$ cat src/rtl/eq_pkg.sv
// eq_pkg: shared I2S receiver widths, FSM state encoding and sample type.
package eq_pkg;
  localparam int DATA_W = 24;
  localparam int SLOT_W = 32;
  typedef enum logic [1:0] {SYNC, LEFT, RIGHT} i2s_state_t;
  typedef logic signed [DATA_W-1:0] sample_t;
endpackage

$ cat src/rtl/i2s_slave_rx_sync_edge.sv
// i2s_sync_edge: two-flop synchroniser plus an edge flop for rising-edge detect.
module i2s_sync_edge (
  input  logic clk,
  input  logic rst,
  input  logic async_in,
  output logic sync,
  output logic rise
);
  logic [2:0] sh_q, sh_d;
  always_comb sh_d = {sh_q[1:0], async_in};
  always_ff @(posedge clk or posedge rst)
    if (rst) sh_q <= '0;
    else sh_q <= sh_d;
  assign sync = sh_q[1];
  assign rise = sh_q[1] & ~sh_q[2];
endmodule

$ cat src/rtl/i2s_slave_rx.sv
// i2s_slave_rx: oversampled I2S receiver producing signed left/right samples
// with a per-frame valid strobe and a misalignment strobe.
module i2s_slave_rx #(
  parameter int DATA_W = eq_pkg::DATA_W,
  parameter int SLOT_W = eq_pkg::SLOT_W
) (
  input  logic                     clk,
  input  logic                     rst,
  input  logic                     I2S_sclk,
  input  logic                     I2S_ws,
  input  logic                     I2S_data,
  output logic signed [DATA_W-1:0] lft_chnnl,
  output logic signed [DATA_W-1:0] rght_chnnl,
  output logic                     vld,
  output logic                     sync_err
);
  import eq_pkg::*;
  localparam int CW = $clog2(SLOT_W);
  localparam logic [CW-1:0] CMAX = CW'(SLOT_W - 1);
  localparam logic [CW-1:0] CDAT = CW'(DATA_W);
  logic sclk_rise, sclk_s_unused, ws_s, ws_rise_unused, data_s, data_rise_unused;
  logic toggle, sat, adv, done;
  logic ws_prev_q, ws_prev_d;
  logic [CW-1:0] cnt_q, cnt_d, cnt_n;
  logic [DATA_W-1:0] shreg_q, shreg_d, word;
  logic signed [DATA_W-1:0] lhold_q, lft_q, rght_q;
  logic vld_q, err_q;
  i2s_state_t state_q;
  // ws and data go through identical stages so they line up with sclk_rise
  i2s_sync_edge u_sclk (.clk(clk), .rst(rst), .async_in(I2S_sclk), .sync(sclk_s_unused), .rise(sclk_rise));
  i2s_sync_edge u_ws   (.clk(clk), .rst(rst), .async_in(I2S_ws),   .sync(ws_s),          .rise(ws_rise_unused));
  i2s_sync_edge u_data (.clk(clk), .rst(rst), .async_in(I2S_data), .sync(data_s),        .rise(data_rise_unused));
  always_comb begin
    toggle = ws_s != ws_prev_q;
    sat = cnt_q == CMAX;
    adv = toggle && sat;
    cnt_n = toggle ? '0 : (sat ? cnt_q : cnt_q + 1'b1);
    done = cnt_n == CDAT;
    word = {shreg_q[DATA_W-2:0], data_s};
    ws_prev_d = sclk_rise ? ws_s : ws_prev_q;
    cnt_d = sclk_rise ? cnt_n : cnt_q;
    shreg_d = (sclk_rise && cnt_n != '0 && cnt_n <= CDAT) ? word : shreg_q;
  end
  always_ff @(posedge clk or posedge rst)
    if (rst) begin
      ws_prev_q <= 1'b0;
      cnt_q <= '0;
      shreg_q <= '0;
    end else begin
      ws_prev_q <= ws_prev_d;
      cnt_q <= cnt_d;
      shreg_q <= shreg_d;
    end
  // a channel switch is only legal once the previous slot ran its full length
  always_ff @(posedge clk or posedge rst)
    if (rst) begin
      state_q <= SYNC;
      lhold_q <= '0;
      lft_q <= '0;
      rght_q <= '0;
      vld_q <= 1'b0;
      err_q <= 1'b0;
    end else begin
      vld_q <= 1'b0;
      err_q <= 1'b0;
      if (sclk_rise) begin
        if (state_q == SYNC) begin
          if (toggle && !ws_s) state_q <= LEFT;
        end else if (toggle || sat) begin
          state_q <= adv ? (state_q == LEFT ? RIGHT : LEFT) : SYNC;
          err_q <= !adv;
        end else if (done) begin
          if (state_q == LEFT) lhold_q <= word;
          else begin
            lft_q <= lhold_q;
            rght_q <= word;
            vld_q <= 1'b1;
          end
        end
      end
    end
  assign lft_chnnl = lft_q;
  assign rght_chnnl = rght_q;
  assign vld = vld_q;
  assign sync_err = err_q;
endmodule

$ cat config.mk
export PLATFORM = sky130hd
export DESIGN_NAME = i2s_slave_rx
export DESIGN_NICKNAME = d
export VERILOG_FILES = /design/src/rtl/eq_pkg.sv /design/src/rtl/i2s_slave_rx_sync_edge.sv /design/src/rtl/i2s_slave_rx.sv
export SDC_FILE = /design/constraint.sdc
export NUM_CORES = 1
export LEC_CHECK = 0
export ABC_CLOCK_PERIOD_IN_PS = 2800
export BUFFER_PORTS_ARGS = -buffer_cell sky130_fd_sc_hd__buf_2
export CORE_MARGIN = 10
export CORE_UTILIZATION = 52
export DETAILED_ROUTE_END_ITERATION = 10
export PLACE_DENSITY = 0.75
export SYNTH_ARGS = -nofsm -noshare
export SYNTH_HDL_FRONTEND = slang
export SYNTH_HIERARCHICAL = 1
export SYNTH_SLANG_ARGS = --single-unit
$ cat constraint.sdc
create_clock -name clk -period 2.8 [get_ports clk]
set_clock_uncertainty 0.15 [all_clocks]
set_input_delay 0 -clock clk [delete_from_list [all_inputs] [get_ports clk]]
set_output_delay 0 -clock clk [all_outputs]
set_load 0.05 [all_outputs]
=== Word level (Yosys, flattened, before mapping) ===
Cells that the tools add are included.

* Output and inout bits: 50
* Word-level logic and storage cells: 52
* Register bits: 112
* Bits of input ports: 5

* Equality and inequality tests: 5
* Multiplexer cells: 15
* Reduce and logical (&&, ||, !) cells: 13
* Order comparisons: 1
* Add/subtract/negate cells: 1
* Bitwise operators: 5

{| class="wikitable"
|+ Operators with widths
! cell !! count
|-
| 5-bit == test (second input constant) || 2
|-
| 2-bit two-way mux || 5
|-
| 5-bit two-way mux || 2
|-
| 5-bit AND reduction || 2
|-
| 1-bit two-way mux || 8
|-
| 5-bit by 1-bit adder with 5-bit output (second input constant) || 1
|-
| 5-bit <= comparator (second input constant) || 1
|-
| 5-bit nonzero test || 1
|-
| 1-bit logical AND || 4
|-
| 1-bit NOT || 4
|-
| 3-bit AND reduction || 1
|-
| 2-bit by 1-bit == test with 1-bit output (second input constant) || 1
|-
| 1-bit logical NOT || 2
|-
| 2-bit logical NOT || 1
|-
| 2-bit by 1-bit != test with 1-bit output (second input constant) || 1
|-
| 2-bit nonzero test || 1
|-
| 1-bit AND || 1
|-
| 1-bit logical OR || 1
|-
| 1-bit != test || 1
|}

=== Depth between registers and ports, before layout ===
* Word-level depth: 8
* Mapped depth: 12
* Depth with buffers taken out: 8

=== Cells and area by module ===
Netlist, hierarchy kept.

{| class="wikitable"
|+ Modules (own cells, without submodules)
! module !! cells an instance !! sequential area each (sq um) !! instances !! area each (sq um)
|-
| i2s_slave_rx || 282 || 2627.5 || 1 || 4225.3
|-
| i2s_sync_edge || 5 || 75.1 || 3 || 92.6
|}

=== Worst setup path before layout ===
OpenSTA, ideal clock, no wires.

* Path kind: flip-flop to flip-flop
* Start point: register cnt_q[0]
* End point: register lhold_q[0]
* Buffers on the path: 2
* Library setup time: 125 ps
* Setup slack: 197 ps
* Period minus slack after synthesis: 2603 ps
* Data required time: 2525 ps
* Data arrival time: 2328 ps
* Cell stages (with the launch flop): 11
* Path through: dfrtp_1 > ha_1 > buf_2 > nand4_2 > ha_1 > nand3_1 > nor2_1 > nand2_1 > nor4b_2 > buf_4 > mux2_2

* Word-level cells in the longest chain between the ends: 5
* Elaborated cells between the ends (all ways): 8
* Those cells by class: add/sub (1); eq/ne (2); mux (2); bitwise (1); reduce/logical (2)

{| class="wikitable"
|+ RTL lines
! element !! line !! source
|-
| start: declaration || i2s_slave_rx.sv:24 || <nowiki>logic [CW-1:0] cnt_q, cnt_d, cnt_n;</nowiki>
|-
| start signal: assignment || i2s_slave_rx.sv:51 || <nowiki>cnt_q <= cnt_d;</nowiki>
|-
| 5-bit by 1-bit adder with 5-bit output or 5-bit == test (tied branches) || i2s_slave_rx.sv:37, i2s_slave_rx.sv:35 ||
|-
| 5-bit two-way mux (2 in series) || i2s_slave_rx.sv:37 || <nowiki>cnt_n = toggle ? '0 : (sat ? cnt_q : cnt_q + 1'b1);</nowiki>
|-
| 5-bit == test || i2s_slave_rx.sv:38 || <nowiki>done = cnt_n == CDAT;</nowiki>
|-
| 5-bit AND reduction (no source line) (*) || - ||
|-
| end signal: assignment || i2s_slave_rx.sv:73 || <nowiki>if (state_q == LEFT) lhold_q <= word;</nowiki>
|-
| end: declaration || i2s_slave_rx.sv:26 || <nowiki>logic signed [DATA_W-1:0] lhold_q, lft_q, rght_q;</nowiki>
|}

Every way passes the cells marked *; elsewhere a longest branch is shown, timed or not.
A chain may end at the register's enable or synchronous reset.

=== Worst setup path after layout ===
* Start point: register cnt_q[1]
* End point: register rght_q[18] (netlist: rght_chnnl[18])

* Word-level cells in the longest chain between the ends: 5
* Elaborated cells between the ends (all ways): 8
* Those cells by class: add/sub (1); eq/ne (2); mux (2); bitwise (1); reduce/logical (2)

{| class="wikitable"
|+ RTL lines
! element !! line !! source
|-
| 5-bit by 1-bit adder with 5-bit output or 5-bit == test (tied branches) || i2s_slave_rx.sv:37, i2s_slave_rx.sv:35 ||
|-
| 5-bit two-way mux (2 in series) || i2s_slave_rx.sv:37 ||
|-
| 5-bit == test || i2s_slave_rx.sv:38 ||
|-
| 5-bit AND reduction (no source line) (*) || - ||
|-
| end signal: assignment || i2s_slave_rx.sv:76 || <nowiki>rght_q <= word;</nowiki>
|-
| end: declaration || i2s_slave_rx.sv:26 ||
|}

Marked as above.

==> flow_summary.ini <==
[run_status]
status = complete, no violations

[critical_path]
cp_slowest_stage_delay_ns = 0.50
required_ns = 2.90
slowest_stage = or3b_2
crit_path_end_kind = register
worstSetupPathType = reg -> reg
critical_path.top_delay_family = simple AND/OR/NAND/NOR gates
arrival_ns = 2.72
crit_fanout = 20
crit_chain = ha_2 -> nand4_2 -> ha_1 -> nand3_1 -> nor2_1 -> nand2_1 -> or3b_2 -> buf_4 -> mux2_2
path_buf_inv = 1
startpoint_type = register

[grt]
use_met3_pct = 4.260
busiest_layer = met2
antenna_found_initial = 0
use_met2_pct = 18.93
grt_usage_pct = 12.54
met1_usage_pct = 16.34
grt_pass1_vias = 2524
grt_max_degree = 72
overflow = 0
grt_pass1_wl_um = 13030

[timing]
setup_slack_ns = 0.1815
layout_min_cycle_time_ns = 2.618
relSlewSlack_pct = 50.05
setup_viol = 0
slew_viol_final = 0
hold_viol = 0
grt_setup_unrepaired = false
fmax_mhz = 381.9
fin_crit_sh_pct = 93.52
tightest_slew_ns = 0.7477
final.setup.tns_ns = 0

[die]
initial_core_util_pct = 53.59
dieHeight_um = 112.3
dieWidth_um = 112.3
io_pins = 55
die-area_um2 = 12600
design.core.area_um2 = 8258
rows = 33

[power_and_ir_drop]
switching_share_pct = 24.68
p_seq_share_pct = 59.2
leakagePower_nw = 2.762
peakVddDrop_mv = 0.3506
comb_power_share_pct = 8.5
intPower_mw = 2.267
p_sw_mw = 0.7426
p_per_area_nw_per_um2 = 588.1
power_frac_clock_pct = 32.3

[detailed_routing]
num_vias = 2457
drc = 0
antenna_left = 0
wl_per_cell_um = 16.18
drt_wl_total_um = 7570
post_drt_via_cell_ratio = 5.250
drtIter0Drc = 106
firstDrtPassIters = 4

[clock_network]
cts_tree = done
clk_path_buf_depth = 2
cts_max_level = 3
worstSkewPairLatency_ns = 0.37
cts_buffers = 9
cts-root-buf = clkbuf_8
postCtsSetupBuffers = 0
cts.sinks = 112
clkTransAtPathRegs_ns = 0.09

[final_layout]
syn_to_final_growth_pct = 15.63
post-route-util_pct = 61.97
final_common_cell = dfrtp_1
drive_above_1_share_pct = 50.41
multi_input_area_um2 = 1518
diodes = 0
regArea_um2 = 2803
final_cell_mix = dfrtp_1 (112), mux2_2 (88), buf_2 (54), nand2_1 (14), clkbuf_8 (10)
final_nets = 368
layout.cells.non_filler = 468
final_area_um2 = 5117
n_fill_cell = 663

[synth]
yosys_warnings = 6
synth.avg_cell_area_um2 = 15.10
syn_nets = 302
syn_inst = 293
syn_area_um2 = 4425

[placement]
gp_congestion = 0.7799
port_buffers = 54
dp.cells = 448
place_hpwl_um = 5168
post-place-ws_ns = 0.1094
post_dp_cell_area_um2 = 4861

[hold_path]
hp-class = in -> reg

[job]
drv_cap = 0
-- flip-flops by register name (all words and copies together) (netlist names) --
register,count
cnt_q,5
lft_chnnl,24
lhold_q,24
rght_chnnl,24
shreg_q,23
state_q,2
sync_err,1
u_data/sh_q,2
u_sclk/sh_q,3
u_ws/sh_q,2
vld,1
ws_prev_q,1
-- cell type report --
type | instances | area share (%)
flip-flops and latches | 112 | 54.77
clock inverters | 5 | 1.296
multi-input cells | 157 | 29.66
repair buffers | 69 | 8.215
clock buffers | 10 | 2.689
inverters | 10 | 0.8068
well taps | 105 | 2.567
-- what timing repair did --
action	CTS	global route
gates resized for setup	0	1
setup endpoints to repair	0	23
hold endpoints to repair	44	0
hold buffers	5	0
-- worst paths after layout --
kind,from,endpoint,slack (ns),cells past startpoint
setup reg to reg,cnt_q[1],rght_chnnl[18],0.18,9
setup / recovery,cnt_q[1],rght_chnnl[18],0.18,9
hold reg to reg,u_ws/sh_q[0],u_ws/sh_q[1],0.21,0
max in group asynchronous,rst,state_q[0],1.54,4
hold / removal,I2S_sclk,u_sclk/sh_q[0],0.12,2
min in group asynchronous,rst,lft_chnnl[20],0.16,3
-- stage by stage --
stage / power, mW / hold slack (ns)
floorplan: 1.982 / -0.4088
global placement: 2.053 / -0.2346
detailed placement: 2.068 / -0.2322
CTS: 3.043 / 0.1035
global route: 3.169 / 0.1029
finish: 3.010 / 0.1249
-- layer usage --
layer  routed length [um]  share of wire [%]  up-vias
met3                  433                5.7        7
li1                     -                  -     1152
met4                  109                1.4        0
met2                 3559                 47       51
met5                    0                  0        -
met1                 3467                 46     1247
-- power groups by stage --
stage	combinational [mW]	clock (mW)	sequential (mW)
after global routing	0.297	1.07	1.80
after global placement	0.245	0	1.81
after CTS	0.260	1.00	1.78
after floorplan	0.194	0	1.79
after detailed placement	0.253	0	1.82
final	0.256	0.973	1.78
No activity file was read; power rests on OpenSTA's default activity.
